### config.mk
export PLATFORM = sky130hd
export DESIGN_NAME = btn_debounce
export DESIGN_NICKNAME = d
export VERILOG_FILES = /design/src/rtl/btn_pkg.sv /design/src/rtl/btn_debounce_ch.sv /design/src/rtl/btn_debounce.sv
export SDC_FILE = /design/constraint.sdc
export NUM_CORES = 1
export LEC_CHECK = 0
export ABC_AREA = 1
export CAP_MARGIN = 20
export CORE_UTILIZATION = 55
export DETAILED_ROUTE_END_ITERATION = 16
export GPL_TIMING_DRIVEN = 0
export PLACE_DENSITY = 0.71
export SLEW_MARGIN = 20
export SYNTH_ARGS = -nofsm -noshare
export SYNTH_HDL_FRONTEND = slang
export SYNTH_HIERARCHICAL = 1
export SYNTH_SLANG_ARGS = --single-unit
### constraint.sdc
create_clock -name clk -period 2.6 [get_ports clk]
set_input_delay 0.39 -clock clk [delete_from_list [all_inputs] [get_ports clk]]
set_output_delay 0.39 -clock clk [all_outputs]
set_load 0.05 [all_outputs]
### src/rtl/btn_pkg.sv
// Shared types and helpers for the pushbutton debouncer.
package btn_pkg;

  typedef enum logic {STABLE = 1'b0, CHECK = 1'b1} db_state_t;

  // Number of clk cycles a new level must persist before it is accepted.
  function automatic int db_cycles(input int clk_hz, input int ms);
    return clk_hz / 1000 * ms;
  endfunction

endpackage

### src/rtl/btn_debounce_ch.sv
// One debounce channel: synchroniser, stability counter, STABLE/CHECK FSM and
// registered press/release pulses aligned with the debounced level change.
module btn_debounce_ch
  import btn_pkg::*;
#(
  parameter int CLK_HZ      = 50_000_000,
  parameter int DEBOUNCE_MS = 20,
  parameter int SYNC_STAGES = 2
) (
  input  logic      clk,
  input  logic      rstn,
  input  logic      btn_raw_i,
  output logic      btn_db_o,
  output logic      press_o,
  output logic      release_o,
  output db_state_t state_o
);

  localparam int DB_CYCLES = db_cycles(CLK_HZ, DEBOUNCE_MS);
  localparam int CW        = $clog2(DB_CYCLES + 1);
  localparam logic [CW-1:0] CNT_MAX = CW'(DB_CYCLES);
  localparam logic [CW-1:0] CNT_ONE = CW'(1);

  logic [SYNC_STAGES-1:0] sync_q, sync_d;
  logic                   s;
  db_state_t              state_q, state_d;
  logic [CW-1:0]          cnt_q, cnt_d;
  logic                   db_q, db_d;
  logic                   press_q, press_d;
  logic                   release_q, release_d;

  assign sync_d = {sync_q[SYNC_STAGES-2:0], btn_raw_i};
  assign s      = sync_q[SYNC_STAGES-1];

  always_comb begin
    state_d   = state_q;
    cnt_d     = cnt_q;
    db_d      = db_q;
    press_d   = 1'b0;
    release_d = 1'b0;
    case (state_q)
      STABLE: begin
        cnt_d = '0;
        if (s != db_q) begin
          state_d = CHECK;
          cnt_d   = CNT_ONE;
        end
      end
      CHECK: begin
        if (s == db_q) begin
          // Any bounce back to the current level restarts the qualification.
          state_d = STABLE;
          cnt_d   = '0;
        end else if (cnt_q == CNT_MAX) begin
          state_d   = STABLE;
          cnt_d     = '0;
          db_d      = ~db_q;
          press_d   = db_q;
          release_d = ~db_q;
        end else begin
          cnt_d = cnt_q + CNT_ONE;
        end
      end
      default: begin
        state_d = STABLE;
        cnt_d   = '0;
      end
    endcase
  end

  always_ff @(posedge clk or negedge rstn) begin
    if (!rstn) begin
      sync_q    <= '1;
      state_q   <= STABLE;
      cnt_q     <= '0;
      db_q      <= 1'b1;
      press_q   <= 1'b0;
      release_q <= 1'b0;
    end else begin
      sync_q    <= sync_d;
      state_q   <= state_d;
      cnt_q     <= cnt_d;
      db_q      <= db_d;
      press_q   <= press_d;
      release_q <= release_d;
    end
  end

  assign btn_db_o  = db_q;
  assign press_o   = press_q;
  assign release_o = release_q;
  assign state_o   = state_q;

endmodule

### src/rtl/btn_debounce.sv
// N_BTN-channel active-low pushbutton debouncer feeding the safe-cracking FSM.
// Optional BTN_CHORD_REJECT_EN adds the chord output and multi-button press suppression.
module btn_debounce
  import btn_pkg::*;
#(
  parameter int N_BTN       = 3,
  parameter int CLK_HZ      = 50_000_000,
  parameter int DEBOUNCE_MS = 20,
  parameter int SYNC_STAGES = 2
) (
  input  logic             clk,
  input  logic             rstn,
  input  logic [N_BTN-1:0] btn_raw,
  output logic [N_BTN-1:0] btn_db,
  output logic [N_BTN-1:0] btn_press,
  output logic [N_BTN-1:0] btn_release,
`ifdef BTN_CHORD_REJECT_EN
  output logic             chord,
`endif
  output logic [N_BTN-1:0] dbg_state_o
);

  logic [N_BTN-1:0] ch_press;

  for (genvar g = 0; g < N_BTN; g++) begin : g_ch
    db_state_t ch_state;

    btn_debounce_ch #(
      .CLK_HZ     (CLK_HZ),
      .DEBOUNCE_MS(DEBOUNCE_MS),
      .SYNC_STAGES(SYNC_STAGES)
    ) u_ch (
      .clk      (clk),
      .rstn     (rstn),
      .btn_raw_i(btn_raw[g]),
      .btn_db_o (btn_db[g]),
      .press_o  (ch_press[g]),
      .release_o(btn_release[g]),
      .state_o  (ch_state)
    );

    assign dbg_state_o[g] = ch_state;
  end

`ifdef BTN_CHORD_REJECT_EN
  logic [N_BTN-1:0] held;
  logic             chord_q, chord_d;

  assign held = ~btn_db;
  // x & (x-1) clears the lowest set bit, so non-zero means two or more held.
  assign chord_d = |(held & (held - N_BTN'(1)));

  always_ff @(posedge clk or negedge rstn) begin
    if (!rstn) chord_q <= 1'b0;
    else       chord_q <= chord_d;
  end

  assign chord = chord_q;

  // A channel that just went low is already in held, so simultaneous presses cancel too.
  always_comb begin
    btn_press = '0;
    for (int i = 0; i < N_BTN; i++) begin
      btn_press[i] = ch_press[i] & ~|(held & ~(N_BTN'(1) << i));
    end
  end
`else
  assign btn_press = ch_press;
`endif

endmodule
==> results.rst, run 1 <==
.. list-table::
   :header-rows: 1

   * - Metric
     - Value
   * - Result of the run
     - complete, no violations
   * - Least-Margin Pin Slew
     - 541 ps
   * - Final cycle utilization of the critical path
     - 81.8%
   * - DR iter-0 viols
     - 165
   * - Bufs and invs on worst path
     - 1
   * - Synth top cells by count
     - nor2_1 (126), nand2_1 (102), dfrtp_1 (69)
   * - Global-route wire length before repair
     - 15000 um
   * - Max Clock Freq
     - 470 MHz
   * - CTS tree
     - built
   * - Power per cell area
     - 511 nW/um^2
   * - Data required time at the worst endpoint
     - about 2200 ps
   * - Reg2Reg Setup Slack
     - between 1000 and 1500 ps
   * - Critical Path Sink Type
     - output port
   * - Number of remaining DRC errors
     - 0
   * - Avg Cell Area, Syn
     - 7.88 um^2
   * - Element type at the critical path start
     - flip-flop
   * - Final GP Congestion
     - 0.848
   * - Total I/O pin count
     - 17
   * - GRT met3 Usage
     - 5.81%
   * - # diodes
     - 0
   * - Number of vias in the routed layout
     - 3438
   * - Ys async rst share
     - 100%
   * - Sink Count
     - ~80
   * - Post-synth cell types
     - 24
   * - Number of flops mapped to enable cells by yosys
     - 0
   * - Initial core utilization
     - around 58%
   * - Yosys warning total
     - 6
   * - Setup CP Type
     - flip-flop to output port
   * - Max Root-Sink Buffers
     - 2
   * - Std-Cell Core Area
     - ~7400 um^2
   * - Final slew viol count
     - 0
   * - Prevailing post-synth register cell
     - dfrtp_1
   * - Setup repair after global routing missed its margin
     - false
   * - Port-buffer cells
     - 16
   * - Max cap viols
     - 0
   * - Overall track demand over capacity in global routing
     - between 20% and 30%
   * - Avg WL per Cell
     - ~12 um
   * - Final setup viols
     - 0
   * - IR Drop Worst-Case VDD
     - between 0.4 and 0.5 mV
   * - Logic depth of the worst register-to-register path
     - 8
   * - Post-synthesis net count
     - 560
   * - Clock latency reported for the late side of the worst-skew pair
     - 360 ps
   * - Cell leakage power
     - 0.00203 uW
   * - Beginning of the worst register-to-register path
     - g_ch[2].u_ch/cnt_q[0]
   * - WP data arrival
     - 1740 ps
   * - WL final
     - 8450 um
   * - Most repeated cell in the gate-level netlist after synthesis
     - nor2_1
   * - Combinational Power Share
     - 7.9%
   * - Cell-by-cell trace of the critical path
     - clkdlybuf4s50_1
   * - Cells after synthesis
     - 549
   * - Storage element area
     - 1960 um^2
   * - Min cycle time layout
     - 2130 ps
   * - Filler Cell Count
     - 642
   * - Maximum number of pins on one net before global-route repair
     - 42
   * - Flop and latch count out of synthesis
     - 78
   * - Total setup buffers inserted after CTS
     - 0
   * - Total negative slack for setup checks
     - 0 ps
   * - Inserted Clock Buffers
     - 9
   * - PostCTS Resize Cnt
     - 0
   * - DIE WIDTH
     - approximately 91 um
   * - DIE HEIGHT
     - 90.7 um
   * - CTS H-Tree Depth
     - 3
   * - Internal Dissipation
     - 1850 uW
   * - Number of hold violations in the final report
     - 0
   * - Reported net switching power
     - 626 uW
   * - Cell taking the most area after synthesis
     - dfrtp_1
   * - Longest individual stage delay on the worst path
     - 810 ps
   * - CP delay by family, top
     - buffers and inverters
   * - Layer with the highest usage
     - met2
   * - Via count of the first global-routing pass
     - 3290
   * - Global route total overflow
     - 0
   * - Half-perimeter wire length after placement
     - just over 6000 um
   * - GRT met2 Usage
     - 36.6%
   * - Clock-pin slew reported for the worst setup and hold paths after clock tree synthesis
     - approximately 80 ps
   * - Number of antenna violations at the first check in global routing
     - 0
   * - Proportion of total power due to net switching
     - about 25%
   * - Remaining max-slew budget at the tightest pin
     - 63.9%
   * - Cell type of the slowest stage on the worst timing path
     - clkdlybuf4s50_1
   * - Ratio of cells with drive above 1 in the final layout
     - 11.9%
   * - Vias/cell
     - 5.05
   * - Area of the die
     - ~8000 um^2
   * - Main area contributors after synthesis
     - dfrtp_1 (40%), nor2_1 (11%), nand2_1 (8.9%), nand3_1 (5.9%), inv_1 (5.7%)
   * - Cell area after layout
     - a little under 5000 um^2
   * - Clock skew
     - 15.6 ps
   * - Area after detailed placement
     - 4630 um^2
   * - Hold Path Class
     - primary input to async pin
   * - Share of the yosys chip area belonging to registers
     - between 40% and 50%
   * - Clock network power share
     - 41.1%
   * - Final-stage net count
     - 588
   * - Library cell used as clock root buffer
     - clkbuf_8
   * - Number of nets with antenna violations after detailed routing
     - 0
   * - Area growth syn-to-layout
     - 12.1%
   * - CTS Hold Bufs
     - 0
   * - Number of placement rows
     - 31
   * - GR Layer Usage met1
     - approximately 30%
   * - Critical path peak fanout
     - 4
   * - Mapped cell area
     - about 4300 um^2
   * - Fraction of post-synthesis cell area in the top cell type by area
     - 39.9%
   * - Sequential cell fraction of total power
     - 50.9%
   * - Detailed Routing Iterations Pass 1
     - 4
   * - Critical R2R Capture
     - g_ch[2].u_ch/cnt_q[12]
   * - Min Hold Slack
     - roughly 5.7 ps
   * - Multi-input logic area
     - just over 2000 um^2
==> sequential cells by signal, summed over array words and instances, names as in the netlist <==
signal,flops
g_ch.u_ch/press_o,3
g_ch.u_ch/btn_db_o,3
g_ch.u_ch/state_o,3
g_ch.u_ch/release_o,3
g_ch.u_ch/cnt_q,60
g_ch.u_ch/sync_q,6
==> worst max-delay path by stage <==
stage | from | endpoint | slack, ps | depth (start not counted)
2_1_floorplan | g_ch[0].u_ch/btn_db_o | g_ch[0].u_ch/cnt_q[11] | 1150 | 5
3_3_place_gp | rstn | g_ch[0].u_ch/state_o | -1610 | 1
3_5_place_dp | g_ch[0].u_ch/btn_db_o | btn_db[0] | 860 | 1
4_1_cts | g_ch[0].u_ch/btn_db_o | btn_db[0] | 440 | 1
5_1_grt | g_ch[0].u_ch/btn_db_o | btn_db[0] | 420 | 1
6_report | g_ch[0].u_ch/btn_db_o | btn_db[0] | 470 | 1
==> layout make-up <==
cell class                 instances  area share [%]
inverter                          66            5.11
clock buffer                       9            2.56
timing repair buffer              17            3.67
tap                               99            2.56
buffer                             6            1.16
multi-input combinational        399            42.4
clock inverter                     7            2.01
sequential                        78            40.5
==> stage by stage <==
stage          total power [uW]  utilization (%)  setup WS [ps]  instances
2_1_floorplan              1410                -           1150        549
3_3_place_gp               1480             62.2          -1610        664
3_5_place_dp               1490             62.4            855        665
4_1_cts                    2510             65.4            442        681
5_1_grt                    2590             65.4            418        681
6_report                   2480             65.4            472        681
==> layout by cell type, fill, tap and decap left out, types with 4 or more instances in the layout <==
master             n
nand3_2            6
clkbuf_8           9
nand4_1           15
clkdlybuf4s50_1   15
xnor2_1           15
a21oi_1            9
nor2_2             6
dfrtp_1           69
dfstp_2            9
nand2_1          102
o21ai_0           12
nor2_1           126
nor2_4            12
buf_4              4
nand2_2            6
xor2_1            15
ha_1               6
inv_1             66
nand3_1           51
==> cell families after synthesis <==
| kind of cell | Yosys count | share of synthesized area [%] |
|---|---|---|
| xor+xnor | 30 | 6.08 |
| simple gates | 339 | 36.8 |
| fa+ha+maj | 6 | 1.74 |
| buf+inv | 72 | 7.03 |
| compound gates | 24 | 2.95 |
| flops | 78 | 45.4 |
==> routing by layer <==
metal	part of all wire, %	wire length [um]	vias up
met5	0	0	-
met4	1.9	164	0
met2	47	3960	62
li1	-	-	1770
met3	4.3	365	16
met1	47	3960	1590
==> power groups by stage <==
stage | sequential [uW] | clock [uW] | combinational [uW]
final | 1260 | 1020 | 197
after global routing | 1270 | 1100 | 220
after CTS | 1260 | 1050 | 201
after detailed placement | 1290 | 0 | 200
after global placement | 1290 | 0 | 194
after floorplan | 1280 | 0 | 130
Note: power is estimated with default switching activity, not from simulation.
==> inputs of run 2 (changes only) <==
==> constraint.sdc (replaced) <==
create_clock -name clk -period 2.2 [get_ports clk]
set_input_delay 0.33 -clock clk [delete_from_list [all_inputs] [get_ports clk]]
set_output_delay 0.33 -clock clk [all_outputs]
set_load 0.05 [all_outputs]
==> run 2 against run 1 <==
Final cell count up 0.15%. Sequential cell count unchanged. First-iteration DRC count increased by 10%. Critical path type unchanged. Wire length rose by 0.44%. Global-route usage about the same. Non-clock buffer count up 1. Count of clock-buffer cells in the layout unchanged. Critical endpoint unchanged.
==> results.rst, run 2 (synthesis gave the netlist of run 1 again) <==
.. list-table::
   :header-rows: 1

   * - Metric
     - Value
   * - Result of the run
     - complete, no violations
   * - Initial core utilization
     - 58.4% (unchanged)
   * - Filler Cell Count
     - 644 (+0.31%)
   * - Hold Path Cell Cnt
     - 0
   * - Max Clock Freq
     - around 480 MHz
   * - Pwr Total
     - 2930 uW (+18%)
   * - Overall track demand over capacity in global routing
     - 23.0% (+0.036 points)
   * - Hold wc startpoint
     - g_ch[2].u_ch/sync_q[0]
   * - Beginning of the worst register-to-register path
     - g_ch[2].u_ch/cnt_q[0]
   * - Global route total overflow
     - 0 (unchanged)
   * - Biggest regs
     - g_ch.u_ch/cnt_q (60), g_ch.u_ch/sync_q (6)
   * - Library cell used as clock root buffer
     - clkbuf_8
   * - CP delay by family, top
     - buffers and inverters
   * - Setup repair after global routing missed its margin
     - false
   * - Area growth syn-to-layout
     - 12.3%
   * - Longest individual stage delay on the worst path
     - 810 ps (about the same)
   * - Number of vias in the routed layout
     - 3466 (+0.81%)
   * - CTS H-Tree Depth
     - 3 (unchanged)
   * - Detailed Routing Iterations Pass 1
     - 4 (unchanged)
   * - # diodes
     - 0 (unchanged)
   * - DIE WIDTH
     - 90.7 um (unchanged)
   * - Cell type of the slowest stage on the worst timing path
     - clkdlybuf4s50_1
   * - Reg2Reg Setup Slack
     - 640 ps (-400 ps)
   * - Biggest register
     - g_ch.u_ch/cnt_q
   * - Multi-input logic area
     - 2060 um^2 (unchanged)
   * - Std-Cell Core Area
     - 7410 um^2 (unchanged)
   * - Max Root-Sink Buffers
     - 2 (unchanged)
   * - Clock skew
     - 15.6 ps (-0.0210 ps)
   * - Max cap viols
     - 0 (unchanged)
   * - Maximum number of pins on one net before global-route repair
     - 42 (unchanged)
   * - Bufs and invs on worst path
     - 1 (unchanged)
   * - Total stage count of the critical path
     - 1 (unchanged)
   * - Cell leakage power
     - 0.00203 uW (+0.21%)
   * - Total negative slack for setup checks
     - 0 ps (unchanged)
   * - Least-Margin Pin Slew
     - 546 ps (+4.62 ps)
   * - Remaining max-slew budget at the tightest pin
     - 63.6% (-0.31 points)
   * - Leading cell type in the layout, fill and taps excluded
     - nor2_1
   * - Number of antenna violations at the first check in global routing
     - 0 (unchanged)
   * - Critical path peak fanout
     - 4 (unchanged)
   * - IR Drop Worst-Case VDD
     - 0.526 mV (+18%)
   * - WL final
     - 8490 um (+0.44%)
   * - Power per cell area
     - 604 nW/um^2 (+18%)
   * - Number of hold violations in the final report
     - 0 (unchanged)
   * - Global-route wire length before repair
     - 15000 um (+0.13%)
   * - Setup CP Type
     - flip-flop to output port
   * - Final worst-path setup slack
     - 132 ps (-340 ps)
   * - Hold Path Class
     - flip-flop to flip-flop
   * - Logic depth of the worst register-to-register path
     - 8 (unchanged)
   * - Number of nets with antenna violations after detailed routing
     - 0 (unchanged)
   * - Total I/O pin count
     - 17 (unchanged)
   * - Critical Path Sink Type
     - output port
   * - Hold Crit Endpoint
     - g_ch[2].u_ch/sync_q[1]
   * - Sink Count
     - 78 (unchanged)
   * - Largest register FFs
     - 60 (unchanged)
   * - Commonest non-fill, non-tap cells in the layout
     - nor2_1 (126), nand2_1 (102), dfrtp_1 (69), inv_1 (66), nand3_1 (51)
   * - Number of placement rows
     - 31 (unchanged)
   * - Final-stage net count
     - 589 (+0.17%)
   * - Final cycle utilization of the critical path
     - 94.0%
   * - Avg WL per Cell
     - 12.4 um (+0.29%)
   * - Number of remaining DRC errors
     - 0 (unchanged)
   * - Clock-pin slew reported for the worst setup and hold paths after clock tree synthesis
     - 80 ps (about the same)
   * - Cell-by-cell trace of the critical path
     - clkdlybuf4s50_1
   * - Final setup viols
     - 0 (unchanged)
   * - DIE HEIGHT
     - 90.7 um (unchanged)
   * - Critical R2R Capture
     - g_ch[2].u_ch/cnt_q[12]
   * - Storage element area
     - 1960 um^2 (unchanged)
   * - Vias/cell
     - 5.08 (+0.67%)
   * - Area of the die
     - 8220 um^2 (unchanged)
   * - DR iter-0 viols
     - 182 (+10%)
   * - Half-perimeter wire length after placement
     - 6220 um (unchanged)
   * - Final GP Congestion
     - 0.848 (unchanged)
   * - WP data arrival
     - 1740 ps (about the same)
   * - Min cycle time layout
     - slightly above 2000 ps
   * - Final slew viol count
     - 0 (unchanged)
   * - Clock latency reported for the late side of the worst-skew pair
     - 360 ps (about the same)
   * - Port-buffer cells
     - 16 (unchanged)
   * - Data required time at the worst endpoint
     - 1870 ps (-340 ps)
   * - Pre-CTS WS
     - 515 ps (-340 ps)
   * - Element type at the critical path start
     - flip-flop
   * - CTS tree
     - built
   * - Ratio of cells with drive above 1 in the final layout
     - 11.8% (-0.020 points)
   * - Inserted Clock Buffers
     - 9 (unchanged)
   * - Via count of the first global-routing pass
     - 3302 (+0.36%)
[run 2: per-stage QoR]
| step | hold slack, ps | cells | utilization [%] | area [um^2] |
|---|---|---|---|---|
| after floorplan | 34.4 | 549 | - | 4320 |
| after global placement | 347 | 664 | 62.2 | 4610 |
| after detailed placement | 347 | 665 | 62.4 | 4630 |
| after CTS | 353 | 682 | 65.6 | 4860 |
| after global routing | 342 | 682 | 65.6 | 4860 |
| final | 358 | 682 | 65.6 | 4860 |
[run 2: what timing repair did]
action	CTS	global route
hold buffers	1	0
hold endpoints to repair	39	0
gates resized for setup	0	0
setup endpoints to repair	0	0
setup buffers	0	0
[run 2: worst max-delay path by stage]
stage                             end                   from  slack (ps)
3_3_place_gp     g_ch[0].u_ch/state_o                   rstn       -1950
4_1_cts                     btn_db[0]  g_ch[0].u_ch/btn_db_o         100
6_report                    btn_db[0]  g_ch[0].u_ch/btn_db_o         130
5_1_grt                     btn_db[0]  g_ch[0].u_ch/btn_db_o          80
2_1_floorplan  g_ch[0].u_ch/cnt_q[11]  g_ch[0].u_ch/btn_db_o         750
3_5_place_dp                btn_db[0]  g_ch[0].u_ch/btn_db_o         520
[run 2: per-layer routing]
metal | up-vias | part of all wire, % | GRT usage, %
li1 | 1772 | - | -
met1 | 1609 | 47 | 30.1
met2 | 67 | 47 | 36.7
met3 | 18 | 4.1 | 5.81
met4 | 0 | 2.0 | 9.01
met5 | - | 0 | 0
[run 2: cell type report]
cell class / count / share of cell area (%)
timing repair buffer: 18 / 3.86
clock inverter: 7 / 2.01
multi-input combinational: 399 / 42.3
inverter: 66 / 5.10
sequential: 78 / 40.4
buffer: 6 / 1.16
tap: 99 / 2.55
clock buffer: 9 / 2.55
[run 2: where the power goes]
group | internal (uW) | switching (uW) | leakage [uW]
registers | 1470 | 26.3 | 0.00105
clock network | 642 | 565 | 0.000106
logic | 82.9 | 151 | 0.000881
